==> config.mk <==
export PLATFORM = sky130hd
export DESIGN_NAME = systolic_skew_feeder
export DESIGN_NICKNAME = d
export VERILOG_FILES = /design/src/rtl/systolic_skew_feeder.sv
export SDC_FILE = /design/constraint.sdc
export NUM_CORES = 1
export LEC_CHECK = 0
export BUFFER_PORTS_ARGS = -buffer_cell sky130_fd_sc_hd__clkbuf_2
export CORE_UTILIZATION = 48
export DETAILED_ROUTE_END_ITERATION = 10
export GPL_TIMING_DRIVEN = 0
export PLACE_DENSITY_LB_ADDON = 0.25
export SYNTH_ARGS = -nofsm -noshare
export SYNTH_HDL_FRONTEND = slang
export SYNTH_SLANG_ARGS = --single-unit
export TNS_END_PERCENT = 30
==> constraint.sdc <==
create_clock -name clk -period 5.68 [get_ports clk]
set_clock_uncertainty 0.15 [all_clocks]
set_input_delay 0.284 -clock clk [delete_from_list [all_inputs] [get_ports clk]]
set_output_delay 0.284 -clock clk [all_outputs]
set_load 0.02 [all_outputs]
==> src/rtl/systolic_skew_feeder.sv <==
// Skewed ifmap feeder for a systolic sub-array: accepts unskewed row vectors
// and delays lane r by r+1 cycles so each row sees its element one cycle after the row above.
//
// state  | meaning
// IDLE   | waiting for start; tile_len sampled on accept
// STREAM | accepting vectors until the latched length has transferred
// DRAIN  | ROWS-1 cycles letting the final wavefront reach the last lane
// DONE   | single-cycle completion pulse
module systolic_skew_feeder #(
  parameter int ROWS       = 4,
  parameter int DATA_WIDTH = 16,
  parameter int MAX_LEN    = 64,
  localparam int CNT_W     = $clog2(MAX_LEN + 1)
) (
  input  logic                                clk,
  input  logic                                rst,
  input  logic                                start,
  input  logic [CNT_W-1:0]                    tile_len,
  input  logic                                in_valid,
  output logic                                in_ready,
  input  logic signed [ROWS-1:0][DATA_WIDTH-1:0] in_data,
  output logic signed [ROWS-1:0][DATA_WIDTH-1:0] array_ifmap_out,
  output logic [ROWS-1:0]                     lane_valid,
  output logic                                busy,
  output logic                                done
);

  localparam int DRN_W = (ROWS > 1) ? $clog2(ROWS) : 1;

  typedef enum logic [1:0] {S_IDLE, S_STREAM, S_DRAIN, S_DONE} state_t;

  state_t           state;
  logic [CNT_W-1:0] len_q;
  logic [CNT_W-1:0] acc_cnt;
  logic [DRN_W-1:0] drn_cnt;
  logic             xfer;
  logic             last_xfer;

  // in_ready depends only on state and count so it never loops back through in_valid
  assign in_ready  = (state == S_STREAM) && (acc_cnt < len_q);
  assign xfer      = in_valid && in_ready;
  assign last_xfer = xfer && ((acc_cnt + CNT_W'(1)) == len_q);

  always_ff @(posedge clk or posedge rst) begin
    if (rst) begin
      state   <= S_IDLE;
      len_q   <= '0;
      acc_cnt <= '0;
      drn_cnt <= '0;
      busy    <= 1'b0;
      done    <= 1'b0;
    end else begin
      done <= 1'b0;
      case (state)
        S_IDLE: begin
          if (start) begin
            len_q   <= tile_len;
            acc_cnt <= '0;
            busy    <= 1'b1;
            if (tile_len != '0) begin
              state <= S_STREAM;
            end else begin
              state <= S_DONE;
              done  <= 1'b1;
            end
          end
        end
        S_STREAM: begin
          if (xfer) begin
            acc_cnt <= acc_cnt + CNT_W'(1);
            if (last_xfer) begin
              if (ROWS > 1) begin
                state   <= S_DRAIN;
                drn_cnt <= DRN_W'(ROWS - 1);
              end else begin
                state <= S_DONE;
                done  <= 1'b1;
              end
            end
          end
        end
        S_DRAIN: begin
          drn_cnt <= drn_cnt - DRN_W'(1);
          if (drn_cnt == DRN_W'(1)) begin
            state <= S_DONE;
            done  <= 1'b1;
          end
        end
        S_DONE: begin
          state <= S_IDLE;
          busy  <= 1'b0;
        end
        default: begin
          state <= S_IDLE;
          busy  <= 1'b0;
        end
      endcase
    end
  end

  // Every lane shifts every cycle; non-transfer cycles inject zero bubbles so
  // stalls stay aligned on the same wavefront across all lanes.
  for (genvar r = 0; r < ROWS; r++) begin : g_lane
    logic [DATA_WIDTH-1:0] dat_q [0:r];
    logic [r:0]            vld_q;

    always_ff @(posedge clk or posedge rst) begin
      if (rst) begin
        vld_q <= '0;
        for (int s = 0; s <= r; s++) dat_q[s] <= '0;
      end else begin
        vld_q[0] <= xfer;
        dat_q[0] <= xfer ? in_data[r] : '0;
        for (int s = 1; s <= r; s++) begin
          vld_q[s] <= vld_q[s-1];
          dat_q[s] <= dat_q[s-1];
        end
      end
    end

    assign array_ifmap_out[r] = dat_q[r];
    assign lane_valid[r]      = vld_q[r];
  end

endmodule

==> impl_metrics.json, run 1 <==
{
  "timing.critical_path.buf_inv": 2,
  "clockBufferDepth": 2,
  "r2r_slack_ps": 2820,
  "drv_slew": 0,
  "path_delay_family": "simple AND/OR/NAND/NOR gates",
  "cp-start-kind": "flip-flop",
  "synth_edf_count": 0,
  "wl_per_cell_um": 14.5,
  "syn2layout_area_growth_pct": 35.9,
  "hp-class": "flip-flop to flip-flop",
  "grt_overflow": 0,
  "finalCritPeriodShare": 0.504,
  "vias": 3938,
  "setup_ws_ps": 2820,
  "die_y_um": 117,
  "rsz0062_at_grt": "no",
  "antenna_found_initial": 1,
  "outcome": "completed",
  "place_hpwl_um": 7360,
  "syn_area_um2": 6400,
  "cts_sinks": 184,
  "start_util": 0.499,
  "critPathKind": "flip-flop to flip-flop",
  "worst-r2r-cell-count": 7,
  "cp_cell_sequence": "ha_1, a21o_1, a211o_1, nor4_4, buf_6, clkbuf_1, and2_1",
  "p_per_area_nw_per_um2": 426,
  "die_width_um": 117,
  "track_usage": 0.197,
  "synth_top_family_by_area": "simple AND/OR/NAND/NOR gates",
  "setup_viol": 0,
  "final_layout_size_suffix_gt1_frac": 0.355,
  "crit_path_max_incr_delay_ps": 470,
  "port_buffers": 144,
  "total_power_mw": 3.70,
  "cp.required_ps": 5880,
  "wl_um": 12500,
  "synth.area.mux_share": 0.0209,
  "setup-tns-final_ps": 0,
  "dp_slack_ps": 2830,
  "final_common_cell": "dfrtp_1",
  "critPathMaxFanout": 10,
  "synth_seq_cells": 184,
  "avgSynthCellArea_um2": 14.6,
  "grt_max_degree": 118,
  "cts_tree": "built",
  "fmax_mhz": 350,
  "cp-end-kind": "flip-flop",
  "syn_nets": 527,
  "synth_ff_type": "dfrtp_1",
  "stdcell_count": 861,
  "grt_pass1_vias": 4143,
  "grt_pass1_wl_um": 20700,
  "yosysSeqAreaShare": 0.720,
  "cts_root_buffer": "clkbuf_16",
  "synth_xor_xnor_area_share": 0.0131,
  "gp_congestion": 0.813,
  "ys_async_sr_fraction": 1.00,
  "final_cell_mix": "dfrtp_1 (184), clkbuf_2 (146), dlygate4sd3_1 (72)",
  "drt-initial-drc-count": 186,
  "crit_slowest_cell": "dfrtp_1",
  "cts_buffers": 17,
  "dp_cells": 756,
  "netlist_instances": 439,
  "ys_warn_count": 0,
  "utilization": 0.678,
  "yosys.area_share.simple": 0.0980,
  "cts_hold_buffers": 72,
  "dr.pass1.iters": 4,
  "pin_count": 146,
  "vdd_drop_max_mv": 0.176,
  "critPathArrivalTime_ps": 3060,
  "placementRows": 41,
  "tightest_slew_ps": 583,
  "drv_cap": 0,
  "maxSlewHeadroom": 0.601,
  "antenna_left": 0,
  "nets": 763,
  "cts.htree.levels": 4,
  "synth-compound-area-share": 0.0430,
  "hold_viol_final": 0,
  "cts-resized-gates": 0,
  "insertion_delay_ps": 410,
  "vias_per_cell": 4.57,
  "route.detailed.drc": 0,
  "dieArea_um2": 13800,
  "clk_pin_slew_worst_paths_ps": 60,
  "synthAdderAreaFrac": 0.0254,
  "period_needed_ps": 2860,
  "synth.distinct_cells": 49,
  "power.leakage_nw": 4.65,
  "core_region_area_um2": 12800,
  "cts_setup_buffers": 0,
  "cp.depth": 7,
  "whs_path_depth": 0
}
[logic make-up (layout without fill, tap and decap cells)]
kind of cell             Yosys count  count (layout)
adder cells (fa/ha/maj)           13              13
AO/OA/AOI/OAI                     37              37
flip-flops                       184             184
XOR/XNOR                           8               8
other                              0               1
AND/OR/NAND/NOR                  102             102
buffers and inverters             83             332
multiplexers                      12              12
[power breakdown]
part           leakage, nW  internal, mW  total, mW  switching (mW)
sequential            2.48          1.55       1.66           0.108
combinational         1.88         0.393      0.866           0.473
clock                0.287         0.680       1.17           0.490
[worst reg2reg max path, delay by kind of cell, from the launching register on]
family,cells,cell delay (ps)
and+or+nand+nor,2,660
DFF,1,470
buffers and inverters,2,620
adders and majority gates,1,340
AOI/OAI and AO/OA,2,540
[flip-flops by register name, indices dropped and copies added (netlist names), 2 cells and up]
signal	flops
drn_cnt	2
state	2
array_ifmap_out	48
len_q	7
g_lane.dat_q	112
acc_cnt	7
g_lane.vld_q	4
[metal layers]
layer  vias up  global-route usage  routed length, µm
met4         0              0.0755                193
met1      1977               0.229               5060
met5         -                   0                  0
li1       1850                   -                  -
met2        93               0.351               6810
met3        18              0.0462                423
[synthesized netlist by cell type (3+ instances only)]
library cell,number,area (µm²)
and2_1,65,407
a211o_1,4,35.0
nor2_1,6,22.5
nand3_1,6,30.0
inv_1,17,63.8
buf_4,49,368
ha_1,13,163
clkbuf_1,11,41.3
mux2i_1,4,40.0
a21oi_1,4,20.0
o21ai_0,7,35.0
xnor2_1,4,35.0
a22o_1,3,26.3
mux2_2,7,78.8
a31oi_1,3,18.8
nand2_1,8,30.0
buf_2,3,15.0
dfrtp_1,184,4600
xor2_1,3,26.3
[layout make-up]
| cell class | count | area [µm²] |
|---|---|---|
| Antenna cell | 1 | 2.50 |
| Buffer | 66 | 445 |
| Clock buffer | 21 | 460 |
| Clock inverter | 11 | 140 |
| Fill cell | 935 | 4130 |
| Inverter | 17 | 71.3 |
| Multi-Input combinational cell | 172 | 1280 |
| Sequential cell | 184 | 4600 |
| Tap cell | 172 | 215 |
| Timing Repair Buffer | 217 | 1470 |
[worst paths after layout]
check / end / from
worst max-delay path: g_lane[0].dat_q[5]$_DFF_PP0_ / acc_cnt[5]$_DFFE_PP0P_
max in group asynchronous: g_lane[3].dat_q[62]$_DFF_PP0_ / rst
min in group asynchronous: array_ifmap_out[36]$_DFF_PP0_ / rst
worst min-delay path: array_ifmap_out[16]$_DFF_PP0_ / g_lane[1].dat_q[16]$_DFF_PP0_
worst min register to register: array_ifmap_out[16]$_DFF_PP0_ / g_lane[1].dat_q[16]$_DFF_PP0_
worst max register to register: g_lane[0].dat_q[5]$_DFF_PP0_ / acc_cnt[5]$_DFFE_PP0P_
[metrics by stage]
stage	hold slack [ps]	instance area, µm²
finish	192	8690
global route	198	8690
CTS	196	8690
detailed placement	185	7370
global placement	181	7330
floorplan	181	6400
(Power assumes the default switching activity.)
==> run 2: changes to the inputs <==
- ABC_AREA: not set -> 1
- CORE_UTILIZATION: 48 -> 53
- clock period: 5.68 -> 3 ns (I/O delays scaled with it)
==> impl_metrics.json, run 2 <==
{
  "outcome": "finished with violations",
  "failed_checks": "design-rule violations",
  "core_region_area_um2": 11600,
  "die_y_um": 111,
  "grt_max_degree": 49,
  "cp-start-kind": "flip-flop",
  "fmax_mhz": 419,
  "dr.pass1.iters": 9,
  "hp-class": "input pin to flip-flop",
  "yosysMostFrequentCell": "dfrtp_1",
  "nets": 862,
  "final_cell_mix": "dfrtp_1 (184), clkbuf_2 (145), inv_1 (100)",
  "yosysSeqAreaShare": 0.725,
  "grt_overflow": 0,
  "drt-initial-drc-count": 218,
  "largest_reg_flops": 112,
  "antenna_found_initial": 0,
  "synth_top_family_by_area": "buffers and inverters",
  "p_per_area_nw_per_um2": 794,
  "cts_buffers": 17,
  "grt_pass1_vias": 4558,
  "r2r-end": "g_lane[2].dat_q[34]$_DFF_PP0_",
  "diodes": 0,
  "wl_um": 12700,
  "setup_viol": 0,
  "synth_top_area_share": 0.725,
  "crit_end": "g_lane[2].dat_q[34]$_DFF_PP0_",
  "stdcell_count": 930,
  "worstHoldStart": "start",
  "hold_viol_final": 0,
  "synth_area_leaders": "dfrtp_1 (72%), inv_1 (6.0%), buf_4 (5.8%)",
  "vdd_drop_max_mv": 0.564,
  "avgSynthCellArea_um2": 11.9,
  "port_buffers": 145,
  "track_usage": 0.229,
  "finalCritPeriodShare": 0.795,
  "critPathArrivalTime_ps": 2530,
  "rsz0062_at_grt": "no",
  "utilization": 0.747,
  "drv_cap": 0,
  "cp-end-kind": "flip-flop",
  "dp_cells": 825,
  "syn_area_um2": 6350,
  "yosys.area_share.simple": 0.0967,
  "gp_congestion": 0.831,
  "route.detailed.drc": 18,
  "netlist_top_cells_count": "dfrtp_1 (184), inv_1 (101), nor2_1 (76)",
  "whs_path_depth": 3,
  "ys_async_sr_fraction": 1.00,
  "period_needed_ps": 2380,
  "synthAdderAreaFrac": 0.0256,
  "insertion_delay_ps": 420,
  "r2r_slack_ps": 620,
  "fill_cells": 740,
  "power.leakage_nw": 4.99,
  "largest-register": "g_lane.dat_q",
  "syn2layout_area_growth_pct": 36.0,
  "antenna_left": 0,
  "placementRows": 39,
  "pin_count": 146,
  "die_width_um": 111,
  "ys_warn_count": 0,
  "dieArea_um2": 12400,
  "synth_seq_cells": 184,
  "vias_per_cell": 4.55,
  "critPathKind": "flip-flop to flip-flop",
  "synth_edf_count": 0,
  "grt_pass1_wl_um": 21300,
  "maxSlewHeadroom": 0.629,
  "worst-r2r-cell-count": 10,
  "cts_tree": "built",
  "hold_ws_ps": 30.5,
  "syn_nets": 621,
  "cts_root_buffer": "clkbuf_16",
  "vias": 4234,
  "synth-compound-area-share": 0.0227,
  "final_layout_size_suffix_gt1_frac": 0.307,
  "drv_slew": 0,
  "clockBufferDepth": 2,
  "place_hpwl_um": 7600,
  "start_util": 0.549,
  "final_common_cell": "dfrtp_1",
  "synth.area.mux_share": 0,
  "synth_top_cell_by_area": "dfrtp_1",
  "cp.required_ps": 3140,
  "wl_per_cell_um": 13.7,
  "synth_ff_type": "dfrtp_1",
  "dp_slack_ps": 641,
  "tightest_slew_ps": 556,
  "clk_pin_slew_worst_paths_ps": 60,
  "synth_xor_xnor_area_share": 0.00630,
  "setup_ws_ps": 616,
  "netlist_instances": 533,
  "critPathMaxFanout": 10,
  "synth.distinct_cells": 26,
  "setup.worst_path.start": "state[1]$_DFFE_PP0P_",
  "cts.htree.levels": 4,
  "r2r_start": "state[1]$_DFFE_PP0P_",
  "cts_sinks": 184
}
-- run 2: changes by cell type in the layout (fill, tap and decap cells not counted), moves of 7 or more --
cell,change
nand3_1,+11
inv_1,+84
mux2_2,-7
nand2_1,+44
and2_1,-65
o22ai_1,+7
nor2_1,+70
clkbuf_1,-10
-- run 2: logic make-up (layout without fill, tap and decap cells) --
family | after synthesis | in the layout
simple gates | 152 | 152
fa+ha+maj | 13 | 13
flops | 184 | 184
buf+inv | 158 | 412
compound gates | 23 | 23
xor+xnor | 3 | 3
-- run 2: per-stage QoR --
stage / instance area (µm²) / setup TNS [ps] / power [mW]
after floorplan: 6350 / 0 / 4.20
final: 8640 / 0 / 6.86
after global placement: 7260 / -86480 / 4.60
after global routing: 8640 / 0 / 7.22
after CTS: 8640 / 0 / 6.88
after detailed placement: 7340 / 0 / 4.70
-- run 2: how the worst min path moves through the flow --
stage | endpoint | slack (ps)
2_1_floorplan | g_lane[0].dat_q[0]$_DFF_PP0_ | 110
3_3_place_gp | array_ifmap_out[27]$_DFF_PP0_ | 180
3_5_place_dp | array_ifmap_out[58]$_DFF_PP0_ | -3
4_1_cts | len_q[0]$_DFFE_PP0P_ | 10
5_1_grt | len_q[0]$_DFFE_PP0P_ | 90
6_report | len_q[0]$_DFFE_PP0P_ | 30
-- run 2: metal layers --
layer	GRT usage	share of wire
met2	0.400	0.51
met3	0.0648	0.059
met4	0.109	0.029
met5	0	0
met1	0.260	0.40
-- run 2: what timing repair did --
action	CTS	global route
hold buffers	73	0
setup buffers	0	0
hold endpoints to repair	209	0
resized for setup	0	0
-- run 2: area by class of cell --
type | count | area [µm²] | area share
plain buffers | 57 | 407 | 0.0471
clock buffers | 20 | 447 | 0.0517
clock inverters | 12 | 119 | 0.0138
inverters | 101 | 383 | 0.0443
multi-input cells | 191 | 961 | 0.111
flip-flops and latches | 184 | 4600 | 0.533
well taps | 143 | 179 | 0.0207
repair buffers | 222 | 1540 | 0.178
-- run 2: worst max-delay path, cell delays in order (launching register included) --
cell and delay, ps:
dfrtp_1 410, inv_1 100, ha_1 270, inv_1 170
nor2_1 60, nand3_1 100, nor2_2 50, nand3_2 90
clkbuf_1 450, buf_2 330, nor2_1 80
-- run 2: power by group --
part	internal (mW)	leakage [nW]	switching, mW	total, mW
combinational	0.636	2.22	0.987	1.62
clock	1.18	0.266	0.911	2.09
sequential	2.96	2.50	0.183	3.14
total	4.77	4.99	2.08	6.86
